$ cat src/rtl/ALU_def.sv
// Shared ALU definitions: the ALU operation select plus the multiply sequencer's
// state type and operand width.
package ALU_def;

  typedef enum logic [2:0] {
    ALU_ADD  = 3'd0,
    ALU_SUB  = 3'd1,
    ALU_AND  = 3'd2,
    ALU_OR   = 3'd3,
    ALU_XOR  = 3'd4,
    ALU_SLL  = 3'd5,
    ALU_SRL  = 3'd6,
    ALU_PASS = 3'd7
  } ALU_CTRL;

  typedef enum logic [1:0] {
    IDLE  = 2'd0,
    ADD   = 2'd1,
    SHIFT = 2'd2,
    DONE  = 2'd3
  } MUL_SEQ_STATE;

  localparam int MUL_SEQ_BITS = 8;

endpackage

$ cat src/rtl/alu_mul_seq.sv
// Shift-and-add unsigned multiplier that time-shares the ALU: one ADD and one SRL per multiplier bit.
// Optional ALU_MUL_SEQ_SKIP_ZERO_EN skips the ADD step for zero multiplier bits.
module alu_mul_seq
  import ALU_def::*;
#(
  parameter int WIDTH = MUL_SEQ_BITS,
  parameter int CNT_W = 3
) (
  input  logic             clk,
  input  logic             reset,
  input  logic             start,
  input  logic [WIDTH-1:0] op_a,
  input  logic [WIDTH-1:0] op_b,
  output logic             busy,
  output logic             done,
  output logic [WIDTH-1:0] product_hi,
  output logic [WIDTH-1:0] product_lo,
  output ALU_CTRL          alu_ctrl,
  output logic [WIDTH-1:0] alu_a,
  output logic [WIDTH-1:0] alu_b,
  output logic             alu_cin,
  input  logic [WIDTH-1:0] alu_out,
  input  logic             alu_cout,
  input  logic             alu_zero
);

  localparam logic [CNT_W-1:0] LAST_BIT = CNT_W'(WIDTH - 1);

  MUL_SEQ_STATE     r_state;
  MUL_SEQ_STATE     w_nextState;
  logic [WIDTH-1:0] r_hi;
  logic [WIDTH-1:0] r_lo;
  logic [WIDTH-1:0] r_mcand;
  logic             r_carry;
  logic [CNT_W-1:0] r_cnt;
  logic             w_accept;
  logic             w_lastBit;
  logic             w_unused;

  assign w_accept  = start && ((r_state == IDLE) || (r_state == DONE));
  assign w_lastBit = (r_cnt == LAST_BIT);
  assign w_unused  = alu_zero;

  always_ff @(posedge clk) begin
    if (reset) begin
      r_state <= IDLE;
    end else begin
      r_state <= w_nextState;
    end
  end

  always_comb begin
    w_nextState = r_state;
    case (r_state)
      IDLE, DONE: begin
        if (start) begin
`ifdef ALU_MUL_SEQ_SKIP_ZERO_EN
          w_nextState = op_b[0] ? ADD : SHIFT;
`else
          w_nextState = ADD;
`endif
        end else begin
          w_nextState = IDLE;
        end
      end
      ADD: w_nextState = SHIFT;
      SHIFT: begin
        if (w_lastBit) begin
          w_nextState = DONE;
        end else begin
          // r_lo[1] is the multiplier bit that becomes r_lo[0] after this shift.
`ifdef ALU_MUL_SEQ_SKIP_ZERO_EN
          w_nextState = r_lo[1] ? ADD : SHIFT;
`else
          w_nextState = ADD;
`endif
        end
      end
      default: w_nextState = IDLE;
    endcase
  end

  always_comb begin
    busy     = 1'b0;
    done     = 1'b0;
    alu_ctrl = ALU_ADD;
    alu_a    = '0;
    alu_b    = '0;
    case (r_state)
      ADD: begin
        busy  = 1'b1;
        alu_a = r_hi;
        alu_b = r_lo[0] ? r_mcand : '0;
      end
      SHIFT: begin
        busy     = 1'b1;
        alu_ctrl = ALU_SRL;
        alu_a    = r_hi;
        alu_b    = WIDTH'(1);
      end
      DONE:    done = 1'b1;
      default: busy = 1'b0;
    endcase
  end

  assign alu_cin = 1'b0;

  // The ADD carry is parked in r_carry and re-enters as hi's MSB during the following shift.
  always_ff @(posedge clk) begin
    if (reset) begin
      r_hi    <= '0;
      r_lo    <= '0;
      r_mcand <= '0;
      r_carry <= 1'b0;
      r_cnt   <= '0;
    end else begin
      case (r_state)
        IDLE, DONE: begin
          if (w_accept) begin
            r_hi    <= '0;
            r_lo    <= op_b;
            r_mcand <= op_a;
            r_cnt   <= '0;
            r_carry <= 1'b0;
          end
        end
        ADD: begin
          r_hi    <= alu_out;
          r_carry <= alu_cout;
        end
        SHIFT: begin
          r_hi    <= {r_carry, alu_out[WIDTH-2:0]};
          r_lo    <= {r_hi[0], r_lo[WIDTH-1:1]};
          r_carry <= 1'b0;
          if (!w_lastBit) begin
            r_cnt <= r_cnt + 1'b1;
          end
        end
        default: r_carry <= 1'b0;
      endcase
    end
  end

  assign product_hi = r_hi;
  assign product_lo = r_lo;

endmodule

$ cat config.mk
export PLATFORM = sky130hd
export DESIGN_NAME = alu_mul_seq
export DESIGN_NICKNAME = d
export VERILOG_FILES = /design/src/rtl/ALU_def.sv /design/src/rtl/alu_mul_seq.sv
export SDC_FILE = /design/constraint.sdc
export NUM_CORES = 1
export LEC_CHECK = 0
export CORE_ASPECT_RATIO = 0.75
export CORE_MARGIN = 3
export CORE_UTILIZATION = 35
export DETAILED_ROUTE_END_ITERATION = 10
export GPL_TIMING_DRIVEN = 0
export PLACE_DENSITY = 0.7
export SYNTH_ARGS = -nofsm -noshare
export SYNTH_HDL_FRONTEND = slang
export SYNTH_SLANG_ARGS = --single-unit
$ cat constraint.sdc
create_clock -name clk -period 4.1 [get_ports clk]
set_input_delay 1.23 -clock clk [delete_from_list [all_inputs] [get_ports clk]]
set_output_delay 1.23 -clock clk [all_outputs]
set_load 0.005 [all_outputs]
==> results.cfg <==
[timing]
finalSetupViolCount = 0
hold_viol = 0
rsz0062_at_grt = false
worstMarginPinSlew_ns = 0.695
relSlewSlack_pct = 53.7
final.period_utilization_pct = 83.2
setup_tns_ns = 0
slew_violations = 0
max_clock_freq_mhz = 293
period_needed_ns = 3.41
worst_slack_ns = 0.688
finClkSkew_ns = 0.00204

[clocking]
clock_path_buffers = 2
cts_buffers = 5
root_buffer = clkbuf_8
cts_tree = built
cts_resized = 0
clk_pin_slew_ns = 0.06
ctsHoldBuffers = 0
ctsHtreeMaxLevel = 2
clkSinkCount = 30
cts_setup_buffers = 0
insertion_delay_ns = 0.27

[min_path]
hold_path.class = reg -> reg
hp-start = r_mcand[4]$_SDFFE_PP0P_

[outcome]
status = complete, no violations

[floorplan]
core-area_sq_mm = 0.00380
initial_utilization_pct = 37.9
dieArea_sq_mm = 0.00493
dieHeight_microns = 61.6
die_width_microns = 80.1
rows = 19
ioPinCount = 67

[synthesis]
synthCells = 159
synth.most_common_cell = dfxtp_1
syn-cell-area_sq_mm = 0.00144
synthTopCellsByCount = dfxtp_1 (30), nor2_1 (18), a21oi_1 (13)
ys_ff_latch = 30
synth.largest_area_cell = dfxtp_1
synth_warnings = 0
seq_area_frac_synth_pct = 41.7
syn_avg_cell_area_sq_um = 9.06
async_flop_share_pct = 0
netlist.area_leader.share_pct = 41.7
synthFlopType = dfxtp_1
synthTopCellsByArea = dfxtp_1 (42%), a211oi_2 (7.0%), mux2i_1 (6.3%)
post_synth_num_cell_types = 25
synth_edf_count = 0

[global_routing]
grt_max_degree = 11
antenna_found_initial = 0
grt_pass1_vias = 1371
grt_pass1_wl_microns = 6130
grt_overflow = 0
grt.total_usage_pct = 16.1

[routing]
post_drt_wl_per_cell_microns = 13.1
drc_errors = 0
routed_via_density = 4.67
drtIter0Drc = 53
drt_first_pass_iters = 4
vias = 1316
drtAntennaViolNets = 0
wl_microns = 3700

[critical_path]
arrival_ns = 2.18
path_buf_inv = 4
reg2reg_from = r_state[0]$_SDFF_PP0_
crit_start = r_state[0]$_SDFF_PP0_
cpMostUsedCell = inv_1
cpMaxStageDelayCell = clkdlybuf4s50_1
cpLargestDelayFamily = buffers and inverters
cp.required_ns = 2.87
crit_type = reg -> out
cp_cell_sequence = inv_1, ha_1, buf_6, inv_1, and3_1, and2_1, clkdlybuf4s50_1
start_kind = register
cp_max_fo = 8
end_kind = output port
slowest_delay_ns = 0.50

[pwr]
power_density_mw_per_mm2 = 320
power_leakage_uw = 0.000833
ir_worst_vdd_mv = 0.174

[placement]
port_buffers = 62
dpl.hpwl_microns = 2790
dp_slack_ns = 0.946
place_congestion = 0.718

[final_layout]
diodes = 0
drive_gt1_share_pct = 11.3
areaGrowthSynthToFinish_pct = 55.4
nNetsFinal = 264

[run]
maxCapViolCount = 0
[through the flow]
stage	util, %	power (uW)	cells	area, sq um	hold slack (ns)
after floorplan	-	376	160	1440	0.432
after global placement	56.0	432	274	2130	0.439
after detailed placement	56.0	434	274	2130	0.444
after CTS	58.8	726	282	2240	0.453
after global routing	58.8	753	282	2240	0.470
final	58.8	715	282	2240	0.449
[path summary, 6_finish.rpt]
check | slack (ns) | to | depth (start not counted)
max | 0.69 | alu_b[2] | 7
min | 0.45 | r_mcand[4]$_SDFFE_PP0P_ | 2
max reg2reg | 2.38 | r_cnt[2]$_SDFFE_PP0P_ | 7
min reg2reg | 0.45 | r_mcand[4]$_SDFFE_PP0P_ | 2
[tightest hold or removal path, cell delays in order (launching register included)]
cell,delay [ns]
dfxtp_1,0.30
nand2_1,0.05
a21oi_1,0.05
[flip-flops by register name, indices dropped and copies added (netlist names)]
register / flops
product_hi: 8
product_lo: 8
r_cnt: 3
r_carry: 1
r_state: 2
r_mcand: 8
[cells by family (layout without fill, tap and decap cells)]
| family | count (synthesis) | count (layout) | share of synthesized area [%] |
|---|---|---|---|
| compound gates | 35 | 35 | 18.4 |
| fa+ha+maj | 6 | 6 | 5.21 |
| buf+inv | 16 | 86 | 6.43 |
| flops | 30 | 30 | 41.7 |
| mux | 10 | 10 | 7.30 |
| other cells | 1 | 2 | 0.260 |
| simple gates | 61 | 61 | 20.7 |
[power breakdown]
group	switching (uW)	total (uW)	internal [uW]	leakage (uW)
registers	9.48	315	306	0.000245
clock network	110	288	179	0.0000579
logic	48.5	112	63.1	0.000529
total	168	715	547	0.000833
[metal layers]
metal | wire length (microns) | global-route usage [%] | up-vias
li1 | - | - | 680
met1 | 1730 | 20.6 | 593
met2 | 1700 | 26.1 | 43
met3 | 275 | 6.58 | 0
met4 | 0 | 2.89 | 0
met5 | 0 | 0 | -
[placed cells by master, fill, tap and decap left out, types with 4 or more instances in the layout]
cell type,n
clkdlybuf4s50_1,62
dfxtp_1,30
nor2_1,18
a21oi_1,13
nand2_1,11
nor2b_1,10
nand3_1,10
mux2i_1,9
and2_1,8
a211oi_2,8
a22oi_1,8
ha_1,6
clkbuf_1,5
clkbuf_8,5
buf_4,4
[cell type report]
type	count	area, sq um
inverter	3	11.3
multi-input combinational	114	751
sequential	30	601
buffer	13	81.3
fill	364	1570
tap	52	65.1
timing repair buffer	62	621
clock inverter	3	40.0
clock buffer	5	68.8
(Power assumes the default switching activity.)
==> variant 1 (same flow settings) <==
The parameter `CNT_W` goes from 3 to 6.
--- a/src/rtl/alu_mul_seq.sv
+++ b/src/rtl/alu_mul_seq.sv
@@ -4,7 +4,7 @@
   import ALU_def::*;
 #(
   parameter int WIDTH = MUL_SEQ_BITS,
-  parameter int CNT_W = 3
+  parameter int CNT_W = 6
 ) (
   input  logic             clk,
   input  logic             reset,
Formal check against the unedited RTL: no difference found for any inputs over 10 cycles, from zero or initial values and one cycle with reset high; that may be too few to reach the edited logic, so the function may still have changed.
==> variant 1 against the unedited design <==
- sequential cell count rose by 3
- via count rose by 16%
- synthesized cell count rose by 15%
- global-route usage rose by 0.49 points
- total power fell by 2.5%
- worst setup slack got worse by 0.17 ns
- clock skew rose by 0.00080 ns
- final area rose by 5.7%
- routed wire length rose by 13%
- register-to-register slack got worse by 0.08 ns
- synthesized area rose by 9.5%
- sequential share of layout area rose by 1.1 points
- maximum frequency fell by 4.7%
- critical endpoint is now alu_b[0]
==> variant 1: results (changes against the unedited design) <==
- Synth top area cells: dfxtp_1 42%, mux2i_1 5.7%, nand2_1 5.5%
- Yosys warnings: 0 (unchanged)
- ANT cells: 0 (unchanged)
- Post-synth ARST share: 0 (unchanged)
- Post-DP HPWL: 3000 um (+7.4%)
- Placed cell areas: 2280 um2 (+7.1%)
- Comb power frac: 0.156 (about the same)
- Arrival time of the worst setup path: 2.35 ns (+0.17 ns)
- Wire length of the first global-routing pass: 7180 um (+17%)
- WL met3: 304 um (+11%)
- Predominant post-synthesis flop cell: dfxtp_1
- Clock Latency Late Sink: 0.28 ns
- Vias in the first global route: 1568 (+14%)
- H-tree Lvls: 2 (unchanged)
- Vias post-DR: 1521 (+16%)
- Setup bufs post-CTS: 0 (unchanged)
- RePlAce Congestion: 0.760 (+5.7%)
- Pre-antenna DRT Iters: 5 (+1)
- Bufs on Longest Clock Path: 2 (unchanged)
- 1st-iter DRT viols: 119 (+120%)
- Initial antenna violation count: 0 (unchanged)
- Outcome: finished, final reports clean
- Hold-fix buffers at CTS: 0 (unchanged)
- Critical path's largest stage delay: 0.52 ns (+0.02 ns)
- Root Buffer: clkbuf_8
- Clock slew seen by the registers of the worst setup and hold paths: 0.06 ns (about the same)
- Highest routed layer: met4
- Total length of routed wires: 4170 um (+13%)
- Buffers on Ports: 63 (+1.6%)
- Clk_skew: 0.00284 ns (+0.000797 ns)
- Yosys cell types: 38 (+52%)
- Wire length on met2: 1830 um (+7.5%)
- Post-CTS sizing: 0 (unchanged)
- Net switching component of the power: 169 uW (+0.57%)
- Final Net Count: 287 (+8.7%)
- Met1 WL: 2010 um (+17%)
- Worst Path Max Fanout: 10 (+2)
- CTS Buf Count: 5 (unchanged)
- Clock power frac: 0.351 (-0.052)
- Top cells by count, synth: 33 x dfxtp_1, 23 x nand2_1, 21 x nor2_1, 14 x a21oi_1
- Total track usage: 0.166 (+0.00491)
- Worst path slowest cell: clkdlybuf4s50_1
- Sw Ratio: 0.242 (+0.00730)
- Worst Hold Class: reg -> reg
- Layout cells sized above 1: 0.0827 (-0.0304)
- Largest net degree at the start of global routing: 11 (unchanged)
- Worst slew margin: 0.656 (+0.119)
- Post-synthesis sequential area ratio: 0.419 (+0.00202)
- Static Leak: 0.000862 uW (+3.6%)
- Peak VDD IR: 0.203 mV (+16%)
==> variant 1: cell count changes after synthesis, sizes merged, moves of 3 or more <==
cell,unedited run,this run
a22o,0,3
a22oi,8,5
dfxtp,30,33
nand2,11,23
nand3,10,3
nor2,18,21
==> variant 1: area by class of cell <==
class	count	area, um2
inverter	4	15.0
buffer	14	82.6
fill	388	1810
timing repair buffer	63	631
clock buffer	7	86.3
multi-input combinational	133	822
sequential	33	661
tap	55	68.8
==> variant 1: critical path: cells and delay by family (launching register included) <==
kind	cells	cell delay, ns
AOI/OAI and AO/OA	1	0.08
adders and majority gates	1	0.30
buffers and inverters	5	1.08
DFF	1	0.37
and+or+nand+nor	2	0.24
==> variant 1: final timing paths <==
check	start	cells after the start	slack [ns]	end
min	r_mcand[7]	2	0.45	r_mcand[7]
min reg2reg	r_mcand[7]	2	0.45	r_mcand[7]
max	r_state[0]	9	0.52	alu_b[0]
max reg2reg	r_state[0]	7	2.30	r_cnt[1]
==> variant 1: stage by stage <==
stage / std cells / setup WS [ns]
6_report: 309 / 0.520
3_5_place_dp: 302 / 0.826
3_3_place_gp: 302 / 0.825
2_1_floorplan: 184 / 1.51
5_1_grt: 309 / 0.408
4_1_cts: 309 / 0.503
==> variant 1: logic make-up (layout without fill, tap and decap cells) <==
family / Yosys count / after routing / share of synthesized area
fa+ha+maj: 4 / 4 / 0.0317
mux: 10 / 10 / 0.0667
simple gates: 78 / 78 / 0.247
other cells: 1 / 2 / 0.00238
flops: 33 / 33 / 0.419
compound gates: 39 / 39 / 0.171
buf+inv: 18 / 88 / 0.0619
==> variant 1: layer usage <==
metal  up-vias  global-route usage
li1        762                   -
met1       702               0.215
met2        54               0.259
met3         3              0.0696
met4         0              0.0361
met5         -                   0
==> variant 2 (config.mk and constraints unchanged) <==
Without the edit above. Register the output `alu_ctrl`, without a reset; this adds one clock of latency there. The other outputs are not delayed to match.
--- a/src/rtl/alu_mul_seq.sv
+++ b/src/rtl/alu_mul_seq.sv
@@ -25,6 +25,8 @@
 );
 
   localparam logic [CNT_W-1:0] LAST_BIT = CNT_W'(WIDTH - 1);
+
+  ALU_CTRL alu_ctrl_d;
 
   MUL_SEQ_STATE     r_state;
   MUL_SEQ_STATE     w_nextState;
@@ -83,7 +85,7 @@
   always_comb begin
     busy     = 1'b0;
     done     = 1'b0;
-    alu_ctrl = ALU_ADD;
+    alu_ctrl_d = ALU_ADD;
     alu_a    = '0;
     alu_b    = '0;
     case (r_state)
@@ -94,7 +96,7 @@
       end
       SHIFT: begin
         busy     = 1'b1;
-        alu_ctrl = ALU_SRL;
+        alu_ctrl_d = ALU_SRL;
         alu_a    = r_hi;
         alu_b    = WIDTH'(1);
       end
@@ -144,5 +146,9 @@
   assign product_hi = r_hi;
   assign product_lo = r_lo;
 
+  always_ff @(posedge clk) begin
+    alu_ctrl <= alu_ctrl_d;
+  end
+
 endmodule
 
Behaviour: not the same (Yosys sat finds a counterexample within 4 cycles, from zero or initial values and one cycle with reset high).
==> variant 2 against the unedited design <==
- final area shrank 0.34%
- sequential cell count grew 1
- routed wire length shrank 1.0%
- hold slack is essentially flat
- total power shrank 8.1%
- synthesized cell count grew 0.63%
- via count grew 2.3%
- non-clock buffer count is the same
- worst setup slack gained 0.031 ns
- synthesized area grew 1.4%
- critical path type unchanged
- global-route usage shrank 0.28 points
==> variant 2: results (changes against the unedited design) <==
- Peak VDD IR: 0.149 mV (-15%)
- Post-DP HPWL: 2760 um (-0.90%)
- Synth Instances: 160 (+0.63%)
- Placed insts: 275 (+0.36%)
- WL met3: 303 um (+10%)
- Total length of routed wires: 3670 um (-1.0%)
- Wire length of the first global-routing pass: 6050 um (-1.4%)
- Layout cells sized above 1: 0.104 (-0.00915)
- Met3 Track Usage GR: 0.0533 (-0.0125)
- Placed cell areas: 2150 um2 (+0.94%)
- Static Leak: 0.000825 uW (-0.91%)
- Post-synthesis sequential area ratio: 0.425 (+0.00799)
- WL/cell: 13.0 um (-1.4%)
- Clk_skew: 0.00401 ns (+0.00197 ns)
- FF-to-FF path depth: 7 (unchanged)
- Vias per Instance: 4.76 (+1.9%)
- Adder-Cell Fraction of Synth Area: 0.0514 (-0.000715)
- Wire length on met2: 1570 um (-7.6%)
- Top cells by count, synth: 31 x dfxtp_1, 18 x nor2_1, 13 x a21oi_1, 11 x nand2_1
- Yosys warnings: 0 (unchanged)
- Met2 Use GR: 0.246 (-0.0142)
- Arrival time of the worst setup path: 2.15 ns (-0.03 ns)
- 1st-iter DRT viols: 37 (-30%)
- Synth top area cells: dfxtp_1 43%, a211oi_2 6.9%, mux2i_1 6.2%
- Layout fillers: 376 (+3.3%)
- Mux contribution to synthesized area: 0.0720 (-0.00100)
- Pre-antenna DRT Iters: 5 (+1)
- Met1 WL: 1760 um (+1.9%)
- RePlAce Congestion: 0.745 (+3.7%)
- Synth Area in Compound Gates: 0.182 (-0.00253)
- Outcome: finished, final reports clean
- Grt met1 use: 0.209 (+0.00294)
- Highest routed layer: met4
- Pre-CTS setup slack: 0.999 ns (+0.0531 ns)
- Slew @ Worst Pin: 0.663 ns (-0.0318 ns)
- Total track usage: 0.158 (-0.00278)
- Final Net Count: 265 (+0.38%)
variant 2: power breakdown:
| group | internal, uW | switching [uW] |
|---|---|---|
| clock network | 119 | 101 |
| registers | 316 | 9.31 |
| logic | 63.1 | 49.3 |
variant 2: area by class of cell:
type / count / area (um2) / share of cell area
flip-flops and latches: 31 / 621 / 0.278
repair buffers: 62 / 621 / 0.278
plain buffers: 13 / 81.3 / 0.0365
multi-input cells: 114 / 751 / 0.337
clock inverters: 1 / 5.00 / 0.00224
well taps: 52 / 65.1 / 0.0292
clock buffers: 7 / 76.3 / 0.0342
inverters: 3 / 11.3 / 0.00505
variant 2: path summary, 6_finish.rpt:
check	from	end	slack (ns)
worst max-delay path	r_state[0]	alu_b[2]	0.72
worst min-delay path	r_mcand[2]	r_mcand[2]	0.45
worst max register to register	r_state[0]	r_cnt[0]	2.39
worst min register to register	r_mcand[2]	r_mcand[2]	0.45
